### config.mk
export PLATFORM = sky130hd
export DESIGN_NAME = bs_gnrtr_n_rbtr
export DESIGN_NICKNAME = d
export VERILOG_FILES = /design/src/rtl/bs_gnrtr_n_rbtr.sv
export SDC_FILE = /design/constraint.sdc
export NUM_CORES = 1
export LEC_CHECK = 0
export BUFFER_PORTS_ARGS = -buffer_cell sky130_fd_sc_hd__buf_4
export CELL_PAD_IN_SITES_DETAIL_PLACEMENT = 2
export CELL_PAD_IN_SITES_GLOBAL_PLACEMENT = 2
export CORE_UTILIZATION = 24
export CTS_CLUSTER_DIAMETER = 80
export DETAILED_ROUTE_END_ITERATION = 6
export PLACE_DENSITY_LB_ADDON = 0.1
export SYNTH_ARGS = -nofsm -noshare
export SYNTH_HDL_FRONTEND = slang
export SYNTH_SLANG_ARGS = --single-unit
export TNS_END_PERCENT = 50
### constraint.sdc
create_clock -name clk -period 2.06 [get_ports clk]
set_input_delay 0.309 -clock clk [delete_from_list [all_inputs] [get_ports clk]]
set_output_delay 0.309 -clock clk [all_outputs]
set_load 0.1 [all_outputs]
### src/rtl/bs_gnrtr_n_rbtr.sv
// Bus generator and arbiter: per-bus round-robin grant over device transmit FIFOs,
// then a unicast or broadcast push of the popped packet to the receive ports.
module bs_gnrtr_n_rbtr #(
  parameter int         bits      = 1,
  parameter int         drvrs     = 4,
  parameter int         pckg_sz   = 16,
  parameter logic [7:0] broadcast = 8'hFF
) (
  input  logic                                    clk,
  input  logic                                    reset,
  input  logic [bits-1:0][drvrs-1:0]              pndng,
  input  logic [bits-1:0][drvrs-1:0][pckg_sz-1:0] D_pop,
  output logic [bits-1:0][drvrs-1:0]              pop,
  output logic [bits-1:0][drvrs-1:0]              push,
  output logic [bits-1:0][drvrs-1:0][pckg_sz-1:0] D_push
);

  localparam logic [1:0] IDLE = 2'd0;
  localparam logic [1:0] POP  = 2'd1;
  localparam logic [1:0] PUSH = 2'd2;

  // Device 0 gets first priority out of reset.
  localparam logic [7:0] LAST_INIT = 8'(drvrs - 1);

  for (genvar b = 0; b < bits; b++) begin : g_bus
    logic [1:0]         state_r;
    logic [7:0]         last_r;
    logic [7:0]         src_r;
    logic [pckg_sz-1:0] pkt_r;
    logic [drvrs-1:0]   pop_r;
    logic [drvrs-1:0]   push_r;
    logic [pckg_sz-1:0] dpush_r;

    logic [drvrs-1:0]   hi_req_s;
    logic [drvrs-1:0]   req_s;
    logic [drvrs-1:0]   gnt_oh_s;
    logic [drvrs-1:0]   push_dec_s;
    logic [7:0]         gnt_s;
    logic [7:0]         id_s;
    logic               any_s;
    logic [pckg_sz-1:0] gnt_pkt_s;

    // Round-robin grant: lowest pending index above last wins, else lowest pending overall.
    always_comb begin
      hi_req_s  = {drvrs{1'b0}};
      gnt_oh_s  = {drvrs{1'b0}};
      gnt_s     = 8'd0;
      gnt_pkt_s = {pckg_sz{1'b0}};
      any_s     = |pndng[b];
      for (int d = 0; d < drvrs; d++) begin
        hi_req_s[d] = pndng[b][d] & (8'(d) > last_r);
      end
      req_s = (|hi_req_s) ? hi_req_s : pndng[b];
      for (int d = drvrs - 1; d >= 0; d--) begin
        gnt_s = req_s[d] ? 8'(d) : gnt_s;
      end
      for (int d = 0; d < drvrs; d++) begin
        gnt_oh_s[d] = (8'(d) == gnt_s);
        gnt_pkt_s   = gnt_oh_s[d] ? D_pop[b][d] : gnt_pkt_s;
      end
    end

    // Destination decode; an ID that is neither broadcast nor a real device matches no bit.
    always_comb begin
      id_s       = pkt_r[pckg_sz-1 -: 8];
      push_dec_s = {drvrs{1'b0}};
      for (int d = 0; d < drvrs; d++) begin
        push_dec_s[d] = (id_s == broadcast) ? (8'(d) != src_r) : (8'(d) == id_s);
      end
    end

    // Per-bus IDLE -> POP -> PUSH sequencer with registered strobes and data.
    always_ff @(posedge clk) begin
      if (reset) begin
        state_r <= IDLE;
        last_r  <= LAST_INIT;
        src_r   <= 8'd0;
        pkt_r   <= {pckg_sz{1'b0}};
        pop_r   <= {drvrs{1'b0}};
        push_r  <= {drvrs{1'b0}};
        dpush_r <= {pckg_sz{1'b0}};
      end else begin
        case (state_r)
          IDLE: begin
            push_r <= {drvrs{1'b0}};
            if (any_s) begin
              pop_r   <= gnt_oh_s;
              pkt_r   <= gnt_pkt_s;
              src_r   <= gnt_s;
              last_r  <= gnt_s;
              state_r <= POP;
            end else begin
              pop_r   <= {drvrs{1'b0}};
              state_r <= IDLE;
            end
          end
          POP: begin
            pop_r   <= {drvrs{1'b0}};
            push_r  <= push_dec_s;
            dpush_r <= pkt_r;
            state_r <= PUSH;
          end
          PUSH: begin
            pop_r   <= {drvrs{1'b0}};
            push_r  <= {drvrs{1'b0}};
            state_r <= IDLE;
          end
          default: begin
            pop_r   <= {drvrs{1'b0}};
            push_r  <= {drvrs{1'b0}};
            state_r <= IDLE;
          end
        endcase
      end
    end

    assign pop[b]  = pop_r;
    assign push[b] = push_r;
    for (genvar d = 0; d < drvrs; d++) begin : g_dev
      assign D_push[b][d] = dpush_r;
    end
  end

endmodule

==> results of run 1 <==
## area by class of cell
| cell class | count | area (sq um) | share of cell area, % |
|---|---|---|---|
| Inverter | 4 | 15.0 | 0.423 |
| Multi-Input combinational cell | 199 | 1160 | 32.8 |
| Timing Repair Buffer | 156 | 1170 | 33.0 |
| Sequential cell | 46 | 921 | 26.0 |
| Clock inverter | 3 | 40.0 | 1.13 |
| Tap cell | 136 | 170 | 4.80 |
| Clock buffer | 5 | 68.8 | 1.94 |
## kinds of logic after synthesis
kind of cell           synth area share [%]
DFF                                    35.5
buffers and inverters                  19.6
AOI/OAI and AO/OA                      24.7
and+or+nand+nor                        19.6
muxes                                 0.579
## through the flow
step                      std cells  area, sq um  hold slack, ns  setup WS, ns
after floorplan                 317         2590           0.425         0.342
after global placement          541         3440           0.436         0.224
after detailed placement        541         3440           0.450         0.169
after CTS                       549         3550           0.233         0.137
after global routing            549         3550           0.241        0.0204
final                           549         3550           0.236         0.182
## critical path: stages, from the launching register on
cell and delay, ns:
sky130_fd_sc_hd__dfxtp_1 0.54, sky130_fd_sc_hd__nor2_1 0.09, sky130_fd_sc_hd__a221oi_1 0.33, sky130_fd_sc_hd__nand2b_1 0.31
sky130_fd_sc_hd__buf_4 0.21, sky130_fd_sc_hd__a2bb2oi_1 0.16, sky130_fd_sc_hd__o32ai_1 0.10
## final timing paths
kind | startpoint | endpoint | slack, ns | cells after the start
max reg2reg | g_bus[0].last_r[1] | g_bus[0].pkt_r[12] | 0.18 | 6
min reg2reg | g_bus[0].pkt_r[7] | g_bus[0].pkt_r[7] | 0.46 | 2
min | D_pop[55] | g_bus[0].pkt_r[7] | 0.24 | 3
max | g_bus[0].last_r[1] | g_bus[0].pkt_r[12] | 0.18 | 6
## cells in the final DEF (no fill, tap or decap), types with 6 or more instances in the layout
| master | instances |
|---|---|
| sky130_fd_sc_hd__nor2_1 | 31 |
| sky130_fd_sc_hd__nand2_1 | 50 |
| sky130_fd_sc_hd__o21ai_0 | 15 |
| sky130_fd_sc_hd__o31ai_1 | 12 |
| sky130_fd_sc_hd__o21ai_1 | 6 |
| sky130_fd_sc_hd__nand2b_1 | 6 |
| sky130_fd_sc_hd__o221a_2 | 11 |
| sky130_fd_sc_hd__a21oi_1 | 22 |
| sky130_fd_sc_hd__nor3_1 | 6 |
| sky130_fd_sc_hd__buf_4 | 156 |
| sky130_fd_sc_hd__dfxtp_1 | 46 |
## routing by layer
metal	GRT usage [%]	up-vias	part of all wire, %
met2	29.0	88	49
li1	-	1255	-
met5	0	-	0
met4	4.76	0	1.1
met3	2.27	7	4.3
met1	21.5	1223	46
## power by group through the flow
| stage | logic (mW) | registers (mW) | clock network, mW |
|---|---|---|---|
| final | 1.27 | 1.08 | 0.694 |
| after global placement | 1.27 | 1.09 | 0 |
| after global routing | 1.34 | 1.10 | 0.743 |
| after detailed placement | 1.28 | 1.10 | 0 |
| after CTS | 1.29 | 1.08 | 0.711 |
| after floorplan | 0.835 | 1.24 | 0 |
## sequential cells by signal (all words and copies together), names as in the netlist
name,flops
g_bus.dpush_r,16
g_bus.last_r,2
g_bus.pkt_r,16
g_bus.src_r,2
g_bus.state_r,2
pop,4
push,4
==> qor_table.md, run 1 <==
| Result | This run | Unit |
| --- | --- | --- |
| Outcome | completed | - |
| Filler Cells Inserted | 1236 | - |
| Worst voltage drop across the vdd grid | 0.000261 | V |
| Die extent in x | 106 | um |
| Switching Fraction | 43.8 | % |
| Post-cts sizing count | 0 | - |
| Portion of the clock cycle consumed by the worst path in the final layout | 91.2 | % |
| Category of the critical setup timing path | reg2reg | - |
| EDFF count, synth | 0 | - |
| Final count of hold timing violations | 0 | - |
| Number of DRC markers in iteration 0 | 77 | - |
| Synth Register Bits | 46 | - |
| Sequential share of power | 35.4 | % |
| Crit path required time | 2.24 | ns |
| Share of the synthesized area in the top cell type | 35.5 | % |
| Initial core utilization | 24.9 | % |
| Number of buffers inserted to repair setup after CTS | 0 | - |
| Placed wire-length estimate | 7.25 | mm |
| Synth top area cells | sky130_fd_sc_hd__dfxtp_1 36%, sky130_fd_sc_hd__buf_4 14%, sky130_fd_sc_hd__nand2_1 7.2% | - |
| Max-cap violations | 0 | - |
| CP Capture Type | flip-flop | - |
| Number of H-tree levels | 2 | - |
| Total count of max-transition violations in the final report | 0 | - |
| Total inserted antenna cells | 0 | - |
| Area added between synthesis and finish | 36.9 | % |
| Synth cell types | 49 | - |
| Total clock sinks | 46 | - |
| Number of antenna violations at the first check in global routing | 0 | - |
| Net Count, Synth | 387 | - |
| Clock root cell | sky130_fd_sc_hd__clkbuf_8 | - |
| Internal power contribution | 1.71 | mW |
| Fraction of the yosys area taken by sequential cells | 35.5 | % |
| Global-route wire length before repair | 14.4 | mm |
| Most common flop cell mapped by yosys | sky130_fd_sc_hd__dfxtp_1 | - |
| Total CTS buffers | 5 | - |
| Power Density | 858 | mW/mm^2 |
| Setup clock skew after layout | 0.0119 | ns |
| CTS Hold Bufs | 0 | - |
| Leading cell types by count after synthesis | 50 x sky130_fd_sc_hd__buf_4, 50 x sky130_fd_sc_hd__nand2_1, 46 x sky130_fd_sc_hd__dfxtp_1 | - |
| Y dimension of the die | 106 | um |
| Worst EP arrival | 2.06 | ns |
| Antenna Violating Nets Remaining | 0 | - |
| Via Count | 2573 | - |
| I/O Pins | 142 | - |
| Total core area | 0.0104 | sq mm |
| Fraction of layout instances using a drive strength above 1 | 44.6 | % |
| First-pass iteration count of the detailed router | 4 | - |
| GRT Residual Overflow | 0 | - |
| RSZ-0062 raised after global routing | false | - |
| Per-cell routed wire length | 16.9 | um |
| Clock edge transition at the registers on the reported setup and hold paths | 0.09 | ns |
| Number of DRC violations after detailed routing | 0 | - |
| Latest clock arrival within the worst-skew pair | 0.31 | ns |
| Number of port buffers | 141 | - |
| Worst Path Max Fanout | 11 | - |
| Gate power share | 41.8 | % |
| Post-layout util | 34.1 | % |
| Maximum number of pins on one net before global-route repair | 31 | - |
| Worst min path class | in2reg | - |
| Async S/R FF share, synth | 0 | % |
| Power, Total | 3.04 | mW |
| Achievable Freq | 532 | MHz |
| Number of instances in the synthesized netlist | 317 | - |
| Floorplan die area | 0.0112 | sq mm |
| Net switching component of the power | 1.33 | mW |
| Largest area contributor in the synthesized netlist | sky130_fd_sc_hd__dfxtp_1 | - |
| Clock share of power | 22.8 | % |
| Mapped cell area | 0.00259 | sq mm |
| GPL Wtd Cong | 0.755 | - |
| Standard-cell row count | 37 | - |
| Clock tree from TritonCTS | built | - |
| Setup tns final | 0 | ns |
| Max transition margin | 61.7 | % |
| Kind of start point of the critical path | flip-flop | - |
| Total Routing Usage GR | 16.7 | % |
| Total of endpoints with negative setup slack in the final report | 0 | - |
| Number of global-route vias before repair | 2660 | - |
| Worst Max-Slew Pin Slew | 0.575 | ns |
| Final period demand of the worst path | 1.88 | ns |
| NumNets Final | 482 | - |
| Synthesis warning total | 0 | - |
| Average size of a mapped cell | 8.18 | sq um |
| Buffer levels on the longest clock path | 2 | - |
| Routed WL | 9.31 | mm |
| Routed vias/inst | 4.69 | - |
| Lkg Pwr | 1.59 | nW |
Note: power is estimated with default switching activity, not from simulation.
==> run 2: changes to the inputs <==
- CORE_MARGIN: not set -> 5
- PLACE_DENSITY_LB_ADDON: 0.1 -> 0.25
==> qor_table.md, run 2 (same netlist as run 1, synthesis figures left out) <==
| Result | This run | Unit | vs previous |
| --- | --- | --- | --- |
| Outcome | completed | - |  |
| Setup clock skew after layout | 0.0124 | ns | +0.000476 ns |
| Setup tns final | 0 | ns | unchanged |
| Routed WL | 9.90 | mm | +6.4% |
| Total of endpoints with negative setup slack in the final report | 0 | - | unchanged |
| Y dimension of the die | 114 | um | +7.6% |
| Most common cell after layout, fill and taps aside | sky130_fd_sc_hd__buf_4 | - |  |
| Total Routing Usage GR | 15.2 | % | -1.5 points |
| Maximum number of pins on one net before global-route repair | 32 | - | +3.2% |
| Standard-cell row count | 38 | - | +2.7% |
| Initial core utilization | 24.2 | % | -0.65 points |
| Total core area | 0.0107 | sq mm | +2.7% |
| Post-cts sizing count | 0 | - | unchanged |
| Total count of max-transition violations in the final report | 0 | - | unchanged |
| Die extent in x | 114 | um | +7.6% |
| Area added between synthesis and finish | 35.5 | % |  |
| Max transition margin | 60.6 | % | -1.1 points |
| Worst setup slack after layout | 0.144 | ns | -0.0383 ns |
| Worst voltage drop across the vdd grid | 0.000243 | V | -7.1% |
| GPL Wtd Cong | 0.771 | - | +2.1% |
| Worst min path class | in2reg | - |  |
| Worst Path Max Fanout | 8 | - | -3 |
| Max-cap violations | 0 | - | unchanged |
| Number of DRC violations after detailed routing | 0 | - | unchanged |
| Buffer levels on the longest clock path | 2 | - | unchanged |
| Worst hold slack | 0.239 | ns | +0.00292 ns |
| Global-route wire length before repair | 15.4 | mm | +7.0% |
| Worst Max-Slew Pin Slew | 0.584 | ns | +0.00882 ns |
| CP Capture Type | flip-flop | - |  |
| Number of antenna violations at the first check in global routing | 0 | - | unchanged |
| Number of H-tree levels | 2 | - | unchanged |
| Number of buffers inserted to repair setup after CTS | 0 | - | unchanged |
| I/O Pins | 142 | - | unchanged |
| Post-layout util | 32.8 | % | -1.2 points |
| Portion of the clock cycle consumed by the worst path in the final layout | 93.0 | % | +1.9 points |
| Per-cell routed wire length | 18.0 | um | +6.2% |
| Final count of hold timing violations | 0 | - | unchanged |
| RSZ-0062 raised after global routing | false | - |  |
| Total inserted antenna cells | 0 | - | unchanged |
| Number of global-route vias before repair | 2767 | - | +4.0% |
| Routed vias/inst | 4.70 | - | +0.32% |
| Number of port buffers | 141 | - | unchanged |
| Total CTS buffers | 5 | - | unchanged |
| First-pass iteration count of the detailed router | 4 | - | unchanged |
| Power Density | 832 | mW/mm^2 | -3.0% |
| Achievable Freq | 522 | MHz | -2.0% |
| GRT Residual Overflow | 0 | - | unchanged |
| Crit path required time | 2.27 | ns | +0.03 ns |
| CTS Hold Bufs | 0 | - | unchanged |
| NumNets Final | 479 | - | -0.62% |
| Kind of start point of the critical path | flip-flop | - |  |
| Most frequent cells in the layout | 153 x sky130_fd_sc_hd__buf_4, 50 x sky130_fd_sc_hd__nand2_1, 46 x sky130_fd_sc_hd__dfxtp_1 | - |  |
| Fraction of layout instances using a drive strength above 1 | 44.1 | % | -0.41 points |
| Latest clock arrival within the worst-skew pair | 0.31 | ns | about the same |
| Clock edge transition at the registers on the reported setup and hold paths | 0.10 | ns | about the same |
| Number of DRC markers in iteration 0 | 99 | - | +29% |
| Total clock sinks | 46 | - | unchanged |
| Final period demand of the worst path | 1.92 | ns | +0.0383 ns |
| Clock root cell | sky130_fd_sc_hd__clkbuf_8 | - |  |
| Power, Total | 2.92 | mW | -4.0% |
| Via Count | 2586 | - | +0.51% |
| Worst EP arrival | 2.13 | ns | +0.07 ns |
| Regs by FF count | g_bus.dpush_r x16, g_bus.pkt_r x16 | - |  |
| Antenna Violating Nets Remaining | 0 | - | unchanged |
| Floorplan die area | 0.0130 | sq mm | +16% |
| Lkg Pwr | 1.57 | nW | -1.8% |
| Placed wire-length estimate | 7.95 | mm | +9.7% |
| Category of the critical setup timing path | reg2reg | - |  |
| Clock tree from TritonCTS | built | - |  |
| Post-Place Worst Slack | 0.157 | ns | -0.0115 ns |
run 2: cell types whose count changed in the layout (fill, tap and decap cells not counted):
cell,change
sky130_fd_sc_hd__buf_4,-3
sky130_fd_sc_hd__clkinv_2,-1
sky130_fd_sc_hd__bufinv_16,-1
sky130_fd_sc_hd__clkinvlp_4,+1
sky130_fd_sc_hd__clkinv_4,+1
run 2: layout make-up:
class                   count  area (sq um)
clock buffers               5          68.8
clock inverters             3          21.3
well taps                 140           175
multi-input cells         199          1160
inverters                   4          15.0
repair buffers            153          1150
flip-flops and latches     46           921
fillers                  1272          7190
run 2: final timing paths:
check,from,to,slack [ns],cells past startpoint
setup reg to reg,g_bus[0].last_r[0],g_bus[0].pkt_r[13],0.14,6
setup / recovery,g_bus[0].last_r[0],g_bus[0].pkt_r[13],0.14,6
hold reg to reg,g_bus[0].pkt_r[6],g_bus[0].pkt_r[6],0.46,2
hold / removal,D_pop[63],g_bus[0].pkt_r[15],0.24,3
run 2: worst max-delay path: stages (launching register included):
cell                      delay, ns
sky130_fd_sc_hd__dfxtp_1       0.53
sky130_fd_sc_hd__nor2b_4       0.09
sky130_fd_sc_hd__o21ai_0       0.30
sky130_fd_sc_hd__o311a_1       0.37
sky130_fd_sc_hd__buf_4         0.22
sky130_fd_sc_hd__a21oi_1       0.05
sky130_fd_sc_hd__o32ai_1       0.26
run 2: per-layer routing:
layer / global-route usage, % / wire length [um]
met5: 0 / 0
met4: 3.48 / 77
met3: 2.60 / 538
met2: 26.9 / 5010
met1: 19.1 / 4280
run 2: per-stage QoR:
step / cell area (sq um) / instances
final: 3510 / 550
after global routing: 3510 / 550
after CTS: 3510 / 550
after detailed placement: 3420 / 542
after global placement: 3420 / 542
after floorplan: 2590 / 317
run 2: where the power goes:
part           leakage (nW)  internal [mW]  switching [mW]  total (mW)
combinational          1.15          0.366           0.898        1.26
sequential            0.377          0.979           0.102        1.08
clock                0.0441          0.239           0.337       0.576
total                  1.57           1.58            1.34        2.92
==> run 3: changes to the inputs <==
--- a/config.mk
+++ b/config.mk
@@ -13,4 +13,5 @@
 export CTS_CLUSTER_DIAMETER = 80
 export DETAILED_ROUTE_END_ITERATION = 6
+export GPL_TIMING_DRIVEN = 0
 export PLACE_DENSITY_LB_ADDON = 0.25
 export SYNTH_ARGS = -nofsm -noshare
==> constraint.sdc (replaced) <==
create_clock -name clk -period 2.06 [get_ports clk]
set_input_delay 0.412 -clock clk [delete_from_list [all_inputs] [get_ports clk]]
set_output_delay 0.412 -clock clk [all_outputs]
set_load 0.1 [all_outputs]
==> qor_table.md, run 3 (same netlist as run 1, synthesis figures left out) <==
| Result | This run | Unit | vs previous |
| --- | --- | --- | --- |
| Post-Place Cell Area | 0.00381 | sq mm | +11% |
| Die extent in x | 114 | um | unchanged |
| Most frequent cells in the layout | 192 x sky130_fd_sc_hd__buf_4, 50 x sky130_fd_sc_hd__nand2_1, 46 x sky130_fd_sc_hd__dfxtp_1 | - |  |
| Number of port buffers | 139 | - | -1.4% |
| Setup clock skew after layout | 0.00867 | ns | -0.00374 ns |
| Fraction of layout instances using a drive strength above 1 | 49.0 | % | +4.9 points |
| Buffer levels on the longest clock path | 2 | - | unchanged |
| Worst hold path endpoint | g_bus[0].pkt_r[6] | - |  |
| Max transition margin | 57.7 | % | -2.9 points |
| Routed vias/inst | 4.69 | - | -0.21% |
| Number of DRC violations after detailed routing | 0 | - | unchanged |
| GRT Residual Overflow | 0 | - | unchanged |
| Global-route wire length before repair | 16.3 | mm | +6.0% |
| Number of H-tree levels | 2 | - | unchanged |
| Total of endpoints with negative setup slack in the final report | 0 | - | unchanged |
| I/O Pins | 142 | - | unchanged |
| Worst Max-Slew Pin Slew | 0.634 | ns | +0.0503 ns |
| Total Routing Usage GR | 16.1 | % | +0.92 points |
| Power Density | 776 | mW/mm^2 | -6.7% |
| Placed wire-length estimate | 8.55 | mm | +7.5% |
| Clock tree from TritonCTS | built | - |  |
| Max stage delay on crit path | 0.52 | ns | about the same |
| Power, Total | 3.05 | mW | +4.3% |
| Number of DRC markers in iteration 0 | 77 | - | -22% |
| Filler Cells Inserted | 1255 | - | -1.3% |
| Area taken by flip-flops and latches | 921 | sq um | unchanged |
| Kind of start point of the critical path | flip-flop | - |  |
| Lkg Pwr | 1.85 | nW | +18% |
| CTS Hold Bufs | 0 | - | unchanged |
| Most common cell after layout, fill and taps aside | sky130_fd_sc_hd__buf_4 | - |  |
| Clock edge transition at the registers on the reported setup and hold paths | 0.10 | ns | about the same |
| Outcome | completed | - |  |
| NumNets Final | 536 | - | +12% |
| Maximum number of pins on one net before global-route repair | 14 | - | -56% |
| Clock root cell | sky130_fd_sc_hd__clkbuf_8 | - |  |
| CP Capture Type | flip-flop | - |  |
| Initial core utilization | 24.2 | % | unchanged |
| Final count of hold timing violations | 0 | - | unchanged |
| Standard-cell row count | 38 | - | unchanged |
| GPL Wtd Cong | 0.783 | - | +1.6% |
| Worst Path Max Fanout | 8 | - | unchanged |
| Area added between synthesis and finish | 51.4 | % |  |
| Y dimension of the die | 114 | um | unchanged |
| Latest clock arrival within the worst-skew pair | 0.30 | ns | about the same |
| Crit path required time | 2.27 | ns | about the same |
| Number of global-route vias before repair | 3053 | - | +10% |
| Per-cell routed wire length | 17.6 | um | -2.4% |
| Final period demand of the worst path | 1.92 | ns | +0.00258 ns |
| Startpoint of the worst hold path | D_pop[54] | - |  |
| Total inserted antenna cells | 0 | - | unchanged |
| Achievable Freq | 521 | MHz | -0.13% |
| Total count of max-transition violations in the final report | 0 | - | unchanged |
| Portion of the clock cycle consumed by the worst path in the final layout | 93.2 | % | +0.13 points |
| Reg-to-reg setup timing slack | 0.14 | ns | about the same |
| Regs by FF count | g_bus.dpush_r x16, g_bus.pkt_r x16 | - |  |
| RSZ-0062 raised after global routing | false | - |  |
| Worst voltage drop across the vdd grid | 0.000284 | V | +17% |
| First-pass iteration count of the detailed router | 4 | - | unchanged |
| Total CTS buffers | 5 | - | unchanged |
| Worst min path class | in2reg | - |  |
| Via Count | 2848 | - | +10% |
| Floorplan die area | 0.0130 | sq mm | unchanged |
| Max-cap violations | 0 | - | unchanged |
| Area of combinational cells with multiple inputs | 0.00116 | sq mm | unchanged |
| Routed WL | 10.7 | mm | +7.7% |
| Reg-to-reg critical path endpoint | g_bus[0].pkt_r[0] | - |  |
| Standard cell with the maximum stage delay on the critical path | sky130_fd_sc_hd__dfxtp_1 | - |  |
| Post-layout instance area | 0.00393 | sq mm | +12% |
| Worst flop-to-flop path startpoint | g_bus[0].last_r[0] | - |  |
| Crit path cell chain | nor2b_4 -> o21ai_0 -> o311a_1 -> buf_6 -> mux2_4 -> o31ai_1 | - |  |
| Inst Count DP | 596 | - | +10% |
| Setup tns final | 0 | ns | unchanged |
| Total clock sinks | 46 | - | unchanged |
| Count of placed standard cells in the final layout, fillers left out | 607 | - | +10% |
| Category of the critical setup timing path | reg2reg | - |  |
| Number of antenna violations at the first check in global routing | 0 | - | unchanged |
| Number of cells on the worst hold path | 3 | - | unchanged |
| Register-to-Register Path Depth | 6 | - | unchanged |
| Worst EP arrival | 2.13 | ns | about the same |
| Antenna Violating Nets Remaining | 0 | - | unchanged |
| Total core area | 0.0107 | sq mm | unchanged |
==> run 3: critical path: cells and delay by family, from the launching register on <==
family,cells,cell delay (ns)
DFF,1,0.52
AOI/OAI and AO/OA,3,0.72
muxes,1,0.33
and+or+nand+nor,1,0.09
buffers and inverters,1,0.17
==> run 3: repair_timing <==
action / 4_1_cts / 5_1_grt
endpoints found under the setup margin: 0 / 11
resized for setup: 0 / 2
buffers inserted: 0 / 3
==> run 3: final cells by class <==
class,instances,area share [%]
Buffer,68,12.6
Clock buffer,7,2.20
Clock inverter,1,0.127
Inverter,4,0.382
Multi-Input combinational cell,199,29.6
Sequential cell,46,23.5
Tap cell,140,4.46
Timing Repair Buffer,142,27.2
==> run 3: through the flow <==
step | util [%] | hold slack [ns] | setup slack [ns]
CTS | 36.5 | 0.348 | 0.0250
detailed placement | 35.6 | 0.455 | -0.0926
finish | 36.7 | 0.343 | 0.141
global placement | 35.6 | 0.440 | -0.0786
global route | 36.7 | 0.360 | 0.0163
floorplan | - | 0.425 | 0.239
==> run 3: worst max path at each step <==
stage | to | slack (ns) | cells after the start | startpoint
3_3_place_gp | g_bus[0].pkt_r[14] | -0.08 | 7 | pndng[2]
3_5_place_dp | g_bus[0].pkt_r[8] | -0.09 | 6 | pndng[1]
2_1_floorplan | D_push[16] | 0.24 | 1 | g_bus[0].dpush_r[0]
4_1_cts | g_bus[0].pkt_r[8] | 0.03 | 7 | g_bus[0].last_r[1]
6_report | g_bus[0].pkt_r[0] | 0.14 | 6 | g_bus[0].last_r[0]
5_1_grt | g_bus[0].pkt_r[4] | 0.02 | 7 | g_bus[0].last_r[0]
==> run 3: layer usage <==
layer	part of all wire [%]	global-route usage, %	vias up
met1	42	19.0	1400
met2	52	30.2	80
met3	5.1	2.44	8
li1	-	-	1360
met5	0	0	-
met4	1.2	3.96	0
==> run 3: report_power, final <==
part | switching, mW | internal (mW) | total (mW)
Sequential | 0.0947 | 0.979 | 1.07
Clock | 0.325 | 0.272 | 0.597
Combinational | 0.936 | 0.441 | 1.38
Total | 1.36 | 1.69 | 3.05
